[src/rtl/i2s_receiver_pkg.sv]
// Purpose: shared audio configuration and I2S channel encoding for the RX and DAC paths.
// Latency: n/a (constants and types only).
// Backpressure: n/a.
package i2s_receiver_pkg;

  localparam int AUDIO_BIT_WIDTH   = 24;
  localparam int AUDIO_SAMPLE_RATE = 44100;
  localparam int AUDIO_CLOCK       = 16934400;

  // Bit index counts 0..AUDIO_BIT_WIDTH inclusive (saturates at the width).
  localparam int BIT_INDEX_W = $clog2(AUDIO_BIT_WIDTH + 1);

  // LRCLK level encoding, shared with the DAC driver.
  typedef enum logic {
    I2S_LEFT  = 1'b0,
    I2S_RIGHT = 1'b1
  } i2s_channel_e;

  typedef logic [AUDIO_BIT_WIDTH-1:0] audio_word_t;

endpackage

[src/rtl/i2s_receiver_sync_edge_detect.sv]
// Purpose: SYNC_STAGES-deep synchronisers for BCLK, LRCLK and data, plus BCLK rising-edge pulse.
// Latency: pin edge captured at edge N gives o_bclk_rise in the cycle after edge N+SYNC_STAGES-1.
// Backpressure: none; free-running, LR and data see exactly the same delay as BCLK.
module i2s_receiver_sync_edge_detect #(
  parameter int SYNC_STAGES = 2  // minimum 2
) (
  input  logic i_clk,
  input  logic i_rst_n,
  input  logic i_bclk,
  input  logic i_lr,
  input  logic i_data,
  output logic o_bclk,
  output logic o_bclk_rise,
  output logic o_lr,
  output logic o_data
);

  logic [SYNC_STAGES-1:0] r_bclk_sync;
  logic [SYNC_STAGES-1:0] r_lr_sync;
  logic [SYNC_STAGES-1:0] r_data_sync;
  logic                   r_bclk_dly;

  // Shift all three pins through identical synchroniser chains; keep one extra BCLK copy for edge detect.
  always_ff @(posedge i_clk or negedge i_rst_n) begin
    if (!i_rst_n) begin
      r_bclk_sync <= '0;
      r_lr_sync   <= '0;
      r_data_sync <= '0;
      r_bclk_dly  <= 1'b0;
    end else begin
      r_bclk_sync <= {r_bclk_sync[SYNC_STAGES-2:0], i_bclk};
      r_lr_sync   <= {r_lr_sync[SYNC_STAGES-2:0], i_lr};
      r_data_sync <= {r_data_sync[SYNC_STAGES-2:0], i_data};
      r_bclk_dly  <= r_bclk_sync[SYNC_STAGES-1];
    end
  end

  assign o_bclk      = r_bclk_sync[SYNC_STAGES-1];
  assign o_bclk_rise = r_bclk_sync[SYNC_STAGES-1] & ~r_bclk_dly;
  assign o_lr        = r_lr_sync[SYNC_STAGES-1];
  assign o_data      = r_data_sync[SYNC_STAGES-1];

endmodule

[src/rtl/i2s_receiver.sv]
// Purpose: I2S slave receiver; oversamples BCLK/LRCLK/data, deserialises MSB-first words into a stereo pair.
// Latency: sample_valid high in the cycle after edge N+SYNC_STAGES for a right-LSB BCLK edge captured at edge N.
// Backpressure: none; one-cycle strobe per pair, outputs hold until next commit. Optional watchdog: I2S_RX_WATCHDOG_EN.
module i2s_receiver
  import i2s_receiver_pkg::*;
#(
  parameter int SYNC_STAGES  = 2,
  parameter int BCLK_TIMEOUT = 64
) (
  input  logic                       clock_16_934_400,
  input  logic                       reset_l,
  input  logic                       i2s_bit_clock,
  input  logic                       i2s_left_right_clock,
  input  logic                       i2s_data,
  output logic [AUDIO_BIT_WIDTH-1:0] audio_left,
  output logic [AUDIO_BIT_WIDTH-1:0] audio_right,
  output logic                       sample_valid,
  output logic                       rx_error
);

  logic w_bclk_level_unused;
  logic w_bclk_rise;
  logic w_lr;
  logic w_data;

  i2s_receiver_sync_edge_detect #(
    .SYNC_STAGES (SYNC_STAGES)
  ) u_sync (
    .i_clk       (clock_16_934_400),
    .i_rst_n     (reset_l),
    .i_bclk      (i2s_bit_clock),
    .i_lr        (i2s_left_right_clock),
    .i_data      (i2s_data),
    .o_bclk      (w_bclk_level_unused),
    .o_bclk_rise (w_bclk_rise),
    .o_lr        (w_lr),
    .o_data      (w_data)
  );

  audio_word_t            r_shift_reg;
  logic [BIT_INDEX_W-1:0] r_bit_index;
  i2s_channel_e           r_prev_lr;
  logic                   r_synced;
  logic                   r_have_left;
  audio_word_t            r_audio_left;
  audio_word_t            r_audio_right;
  logic                   r_sample_valid;

  audio_word_t            w_shift_next;
  logic [BIT_INDEX_W-1:0] w_index_next;
  logic                   w_lr_edge;
  logic                   w_commit_left;
  logic                   w_timeout;

  // Next shift-register/index values: place d at MSB-first slot, ignore bits past the word width.
  always_comb begin
    w_shift_next = r_shift_reg;
    w_index_next = r_bit_index;
    for (int i = 0; i < AUDIO_BIT_WIDTH; i++) begin
      if (r_bit_index == BIT_INDEX_W'(AUDIO_BIT_WIDTH - 1 - i)) begin
        w_shift_next[i] = w_data;
      end
    end
    if (r_bit_index < BIT_INDEX_W'(AUDIO_BIT_WIDTH)) begin
      w_index_next = r_bit_index + 1'b1;
    end
  end

  assign w_lr_edge     = (w_lr != r_prev_lr);
  assign w_commit_left = w_bclk_rise & w_lr_edge & r_synced & (r_prev_lr == I2S_LEFT);

  // Deserialiser and commit: all updates on bclk_rise, except watchdog loss-of-sync.
  always_ff @(posedge clock_16_934_400 or negedge reset_l) begin
    if (!reset_l) begin
      r_shift_reg    <= '0;
      r_bit_index    <= '0;
      r_prev_lr      <= I2S_LEFT;
      r_synced       <= 1'b0;
      r_have_left    <= 1'b0;
      r_audio_left   <= '0;
      r_audio_right  <= '0;
      r_sample_valid <= 1'b0;
    end else begin
      r_sample_valid <= 1'b0;
      if (w_bclk_rise) begin
        if (w_lr_edge) begin
          // The LSB slot of the outgoing channel arrives with the new LR level.
          if (r_synced) begin
            if (r_prev_lr == I2S_LEFT) begin
              r_audio_left <= w_shift_next;
              r_have_left  <= 1'b1;
            end else begin
              r_audio_right  <= w_shift_next;
              r_sample_valid <= r_have_left;
              r_have_left    <= 1'b0;
            end
          end
          r_shift_reg <= '0;
          r_bit_index <= '0;
          r_synced    <= 1'b1;
          r_prev_lr   <= i2s_channel_e'(w_lr);
        end else begin
          r_shift_reg <= w_shift_next;
          r_bit_index <= w_index_next;
        end
      end else if (w_timeout) begin
        r_synced    <= 1'b0;
        r_have_left <= 1'b0;
      end
    end
  end

  assign audio_left   = r_audio_left;
  assign audio_right  = r_audio_right;
  assign sample_valid = r_sample_valid;

`ifdef I2S_RX_WATCHDOG_EN
  localparam int WD_W = $clog2(BCLK_TIMEOUT + 1);

  logic [WD_W-1:0] r_wd_cnt;
  logic            r_rx_error;

  // Timeout fires only on the cycle the counter reaches BCLK_TIMEOUT.
  assign w_timeout = ~w_bclk_rise & (r_wd_cnt == WD_W'(BCLK_TIMEOUT - 1));

  // Cycles since last BCLK rise, saturating at the timeout.
  always_ff @(posedge clock_16_934_400 or negedge reset_l) begin
    if (!reset_l) begin
      r_wd_cnt <= '0;
    end else if (w_bclk_rise) begin
      r_wd_cnt <= '0;
    end else if (r_wd_cnt != WD_W'(BCLK_TIMEOUT)) begin
      r_wd_cnt <= r_wd_cnt + 1'b1;
    end
  end

  // Error flag: set on timeout, cleared by the next committed left word.
  always_ff @(posedge clock_16_934_400 or negedge reset_l) begin
    if (!reset_l) begin
      r_rx_error <= 1'b0;
    end else if (w_timeout) begin
      r_rx_error <= 1'b1;
    end else if (w_commit_left) begin
      r_rx_error <= 1'b0;
    end
  end

  assign rx_error = r_rx_error;
`else
  logic w_unused_watchdog;

  // Without the watchdog the receiver waits indefinitely for BCLK.
  assign w_timeout         = 1'b0;
  assign rx_error          = 1'b0;
  assign w_unused_watchdog = ^{BCLK_TIMEOUT, w_commit_left};
`endif

endmodule

[config.mk]
export PLATFORM = sky130hd
export DESIGN_NAME = i2s_receiver
export DESIGN_NICKNAME = d
export VERILOG_FILES = /design/src/rtl/i2s_receiver_pkg.sv /design/src/rtl/i2s_receiver_sync_edge_detect.sv /design/src/rtl/i2s_receiver.sv
export SDC_FILE = /design/constraint.sdc
export NUM_CORES = 1
export LEC_CHECK = 0
export CAP_MARGIN = 20
export CORE_MARGIN = 2
export CORE_UTILIZATION = 54
export DETAILED_ROUTE_END_ITERATION = 16
export PLACE_DENSITY = 0.79
export SYNTH_ARGS = -nofsm -noshare
export SYNTH_HDL_FRONTEND = slang
export SYNTH_SLANG_ARGS = --single-unit
[constraint.sdc]
create_clock -name clock_16_934_400 -period 2.3 [get_ports clock_16_934_400]
set_clock_uncertainty 0.15 [all_clocks]
set_input_delay 0.23 -clock clock_16_934_400 [delete_from_list [all_inputs] [get_ports clock_16_934_400]]
set_output_delay 0.23 -clock clock_16_934_400 [all_outputs]
set_load 0.01 [all_outputs]
==> run_results.csv <==
group,metric,value,unit
route,avgRoutedWirePerCell,17.25,um
cts,cts_htree_levels,3,
run_status,status,"complete, no violations",
synth,ys_seq_area_share,56.23,%
global_routing,grt_max_degree,46,
worst_setup_path,crit_family,"multiplexers",
cts,numCtsBuffers,9,
route,drc,0,
synth,netlist_area,3916,sq um
floorplan,die_h,89.16,um
synth,yosysTopAreaCellShare,56.23,%
worst_setup_path,cp_cell_sequence,"inv_1, ha_1, nor4bb_1, mux2_2, mux2_2",
finish,fin_nets,332,
worst_hold_path,min_from,"i2s_bit_clock",
finish,drive_above_1_share,32.72,%
worst_setup_path,crit_type,"reg -> reg",
route,first_pass_iters,4,
cts,clkTransAtPathRegs,0.09,ns
synth,synth_cells,271,
floorplan,ios,55,
floorplan,dieWidth,89.16,um
placed_design,hpwl,4639,um
global_routing,overflow,0,
global_routing,track_usage,20.81,%
floorplan,row_count,31,
power_and_ir_drop,vdd_drop_max,0.4675,mV
synth,ys_top_cells_by_area,"dfrtp_1 56%, mux2_2 18%, a22o_1 5.1%",
worst_hold_path,whs_endpoint,"u_sync.r_bclk_sync[0]$_DFF_PN0_",
worst_setup_path,cp_data_required_time,2.39,ns
worst_setup_path,cpPeakStageDelay,0.44,ns
worst_setup_path,regToRegStartpoint,"r_bit_index[0]$_DFFE_PN0P_",
synth,synth_edf_count,0,
timing,finalSetupViolCount,0,
route,ant_nets,0,
power_and_ir_drop,powerDensity,748.1,nW/um^2
worst_setup_path,critPathMaxFanout,6,
worst_setup_path,path_common_cell,"mux2_2",
timing,fmaxAchievable,469.6,MHz
worst_setup_path,cp_num_buf_inv,1,
timing,drv_slew,0,
worst_setup_path,arrival,2.22,ns
floorplan,die_area,7950,sq um
cts,cts.sink_count,88,
worst_setup_path,r2r_slack,0.17,ns
timing,slew_headroom,27.31,%
worst_hold_path,hold_depth,1,
synth,synthArstFlopShare,100.0,%
route,dr.first_iter.drc_count,158,
synth,syn_area_per_cell,14.45,sq um
finish,stdcell_count,426,
synth,synth_top_area_cell,"dfrtp_1",
cts,cts-root-buf,"clkbuf_8",
synth,synth_commonest_cells,"88 x dfrtp_1, 62 x mux2_2, 23 x a22o_1",
timing,finalHoldViolCount,0,
power_and_ir_drop,cellLeakagePower,2.289,nW
finish,area_delta_synth_final,22.84,%
synth,synthFlopType,"dfrtp_1",
placed_design,numPortBuffers,53,
global_routing,grt_pass1_vias,2473,
placed_design,dp_slack,0.08997,ns
timing,rsz0062_at_grt,"no",
power_and_ir_drop,design_power_total,3.599,mW
finish,num-fill-cells,533,
worst_setup_path,setup.worst_path.end_class,"flip-flop",
synth,ys_ff_latch,88,
cts,tritoncts,"done",
synth,synth_most_common_cell,"dfrtp_1",
worst_setup_path,r2r_end,"audio_left[19]$_DFFE_PN0P_",
cts,clkLatencyLatePin,0.36,ns
worst_setup_path,critPathLaunchType,"flip-flop",
synth,yosys_warnings,0,
route,num_vias,2399,
timing,period_share,92.59,%
cts,clk_path_buf_depth,2,
run,drv_cap,0,
route,routed_via_density,5.631,
placed_design,place_congestion,0.8460,
worst_setup_path,crit_path_top_delay_cell,"dfrtp_1",
route,routed_wl,7347,um
synth,syn_nets,281,
timing,tns,0,ns
global_routing,grt_pass1_wl,12450,um
worst_hold_path,hp-class,"in -> reg",
timing,fin_ws,0.1705,ns
floorplan,core,7137,sq um
synth,synth_cell_types,39,
finish,diodes,0,
timing,period_minus_slack,2.130,ns
placed_design,dp_cells,409,
global_routing,antenna_found_initial,0,
timing,worst_pin_slew,1.089,ns
floorplan,initial_utilization,54.87,%
worst_setup_path,ff2ff_path_depth,5,
## layout by cell type, fill, tap and decap left out, types with 2 or more instances in the layout
cell	count
clkbuf_8	10
mux2_4	6
o21ai_0	4
nor4b_1	2
mux2_2	62
dfrtp_1	88
mux2_1	4
buf_4	8
nand2b_1	3
nor2_1	2
nand4b_2	3
bufinv_16	4
a32o_1	2
nor4b_2	2
ha_1	4
and4bb_2	7
clkdlybuf4s50_1	52
inv_1	3
nand2_1	5
and4b_1	2
a21o_1	2
nand4b_1	4
nor4bb_1	4
a22o_1	23
## per-stage QoR
step,hold WS (ns),utilization (%),cell area [sq um]
3_5_place_dp,0.1150,63.20,4511
4_1_cts,0.1360,67.11,4790
2_1_floorplan,-0.2156,-,3916
5_1_grt,0.1446,67.41,4811
3_3_place_gp,0.1116,63.20,4511
6_report,0.1534,67.41,4811
## where the power goes
part	internal (mW)	switching (mW)
sequential	1.64	0.0811
combinational	0.259	0.228
clock	0.861	0.532
total	2.76	0.841
## final cells by class
cell class	count	area [sq um]	area share, %
clock buffers	11	141.4	2.939
flip-flops and latches	88	2202	45.77
inverters	3	11.26	0.2341
repair buffers	62	610.6	12.69
clock inverters	5	127.6	2.653
multi-input cells	158	1594	33.13
well taps	99	123.9	2.575
## routing by layer
| metal | vias to the layer above | part of all wire [%] | GRT usage, % |
|---|---|---|---|
| li1 | 1098 | - | - |
| met1 | 1243 | 47 | 29.21 |
| met2 | 47 | 49 | 31.65 |
| met3 | 11 | 3.2 | 5.078 |
| met4 | 0 | 1.5 | 7.870 |
| met5 | - | 0 | 0 |
## logic make-up (layout without fill, tap and decap cells)
| family | Yosys count | count (layout) | share of synthesized area [%] |
|---|---|---|---|
| compound gates | 37 | 37 | 7.636 |
| xor+xnor | 2 | 2 | 0.4474 |
| fa+ha+maj | 5 | 5 | 1.597 |
| flops | 88 | 88 | 56.23 |
| mux | 72 | 72 | 21.28 |
| simple gates | 41 | 41 | 9.042 |
| other cells | 1 | 1 | 0.09575 |
| buf+inv | 25 | 81 | 3.674 |
## worst max path at each step
stage	start	to	slack, ns	cells after the start
2_1_floorplan	r_bit_index[0]$_DFFE_PN0P_	audio_right[19]$_DFFE_PN0P_	0.40	5
3_3_place_gp	r_bit_index[0]$_DFFE_PN0P_	audio_left[17]$_DFFE_PN0P_	0.14	5
3_5_place_dp	r_bit_index[0]$_DFFE_PN0P_	audio_left[17]$_DFFE_PN0P_	0.09	5
4_1_cts	r_bit_index[0]$_DFFE_PN0P_	audio_left[17]$_DFFE_PN0P_	0.06	5
5_1_grt	r_bit_index[4]$_DFFE_PN0P_	audio_left[8]$_DFFE_PN0P_	0.03	4
6_report	r_bit_index[0]$_DFFE_PN0P_	audio_left[19]$_DFFE_PN0P_	0.17	5
## what timing repair did
item / 4_1_cts / 5_1_grt
setup endpoints to repair: 0 / 6
hold endpoints to repair: 43 / 0
gates resized for setup: 0 / 4
hold buffers: 1 / 0
buffers inserted: 0 / 0
Power figures use the tool's default switching activity.
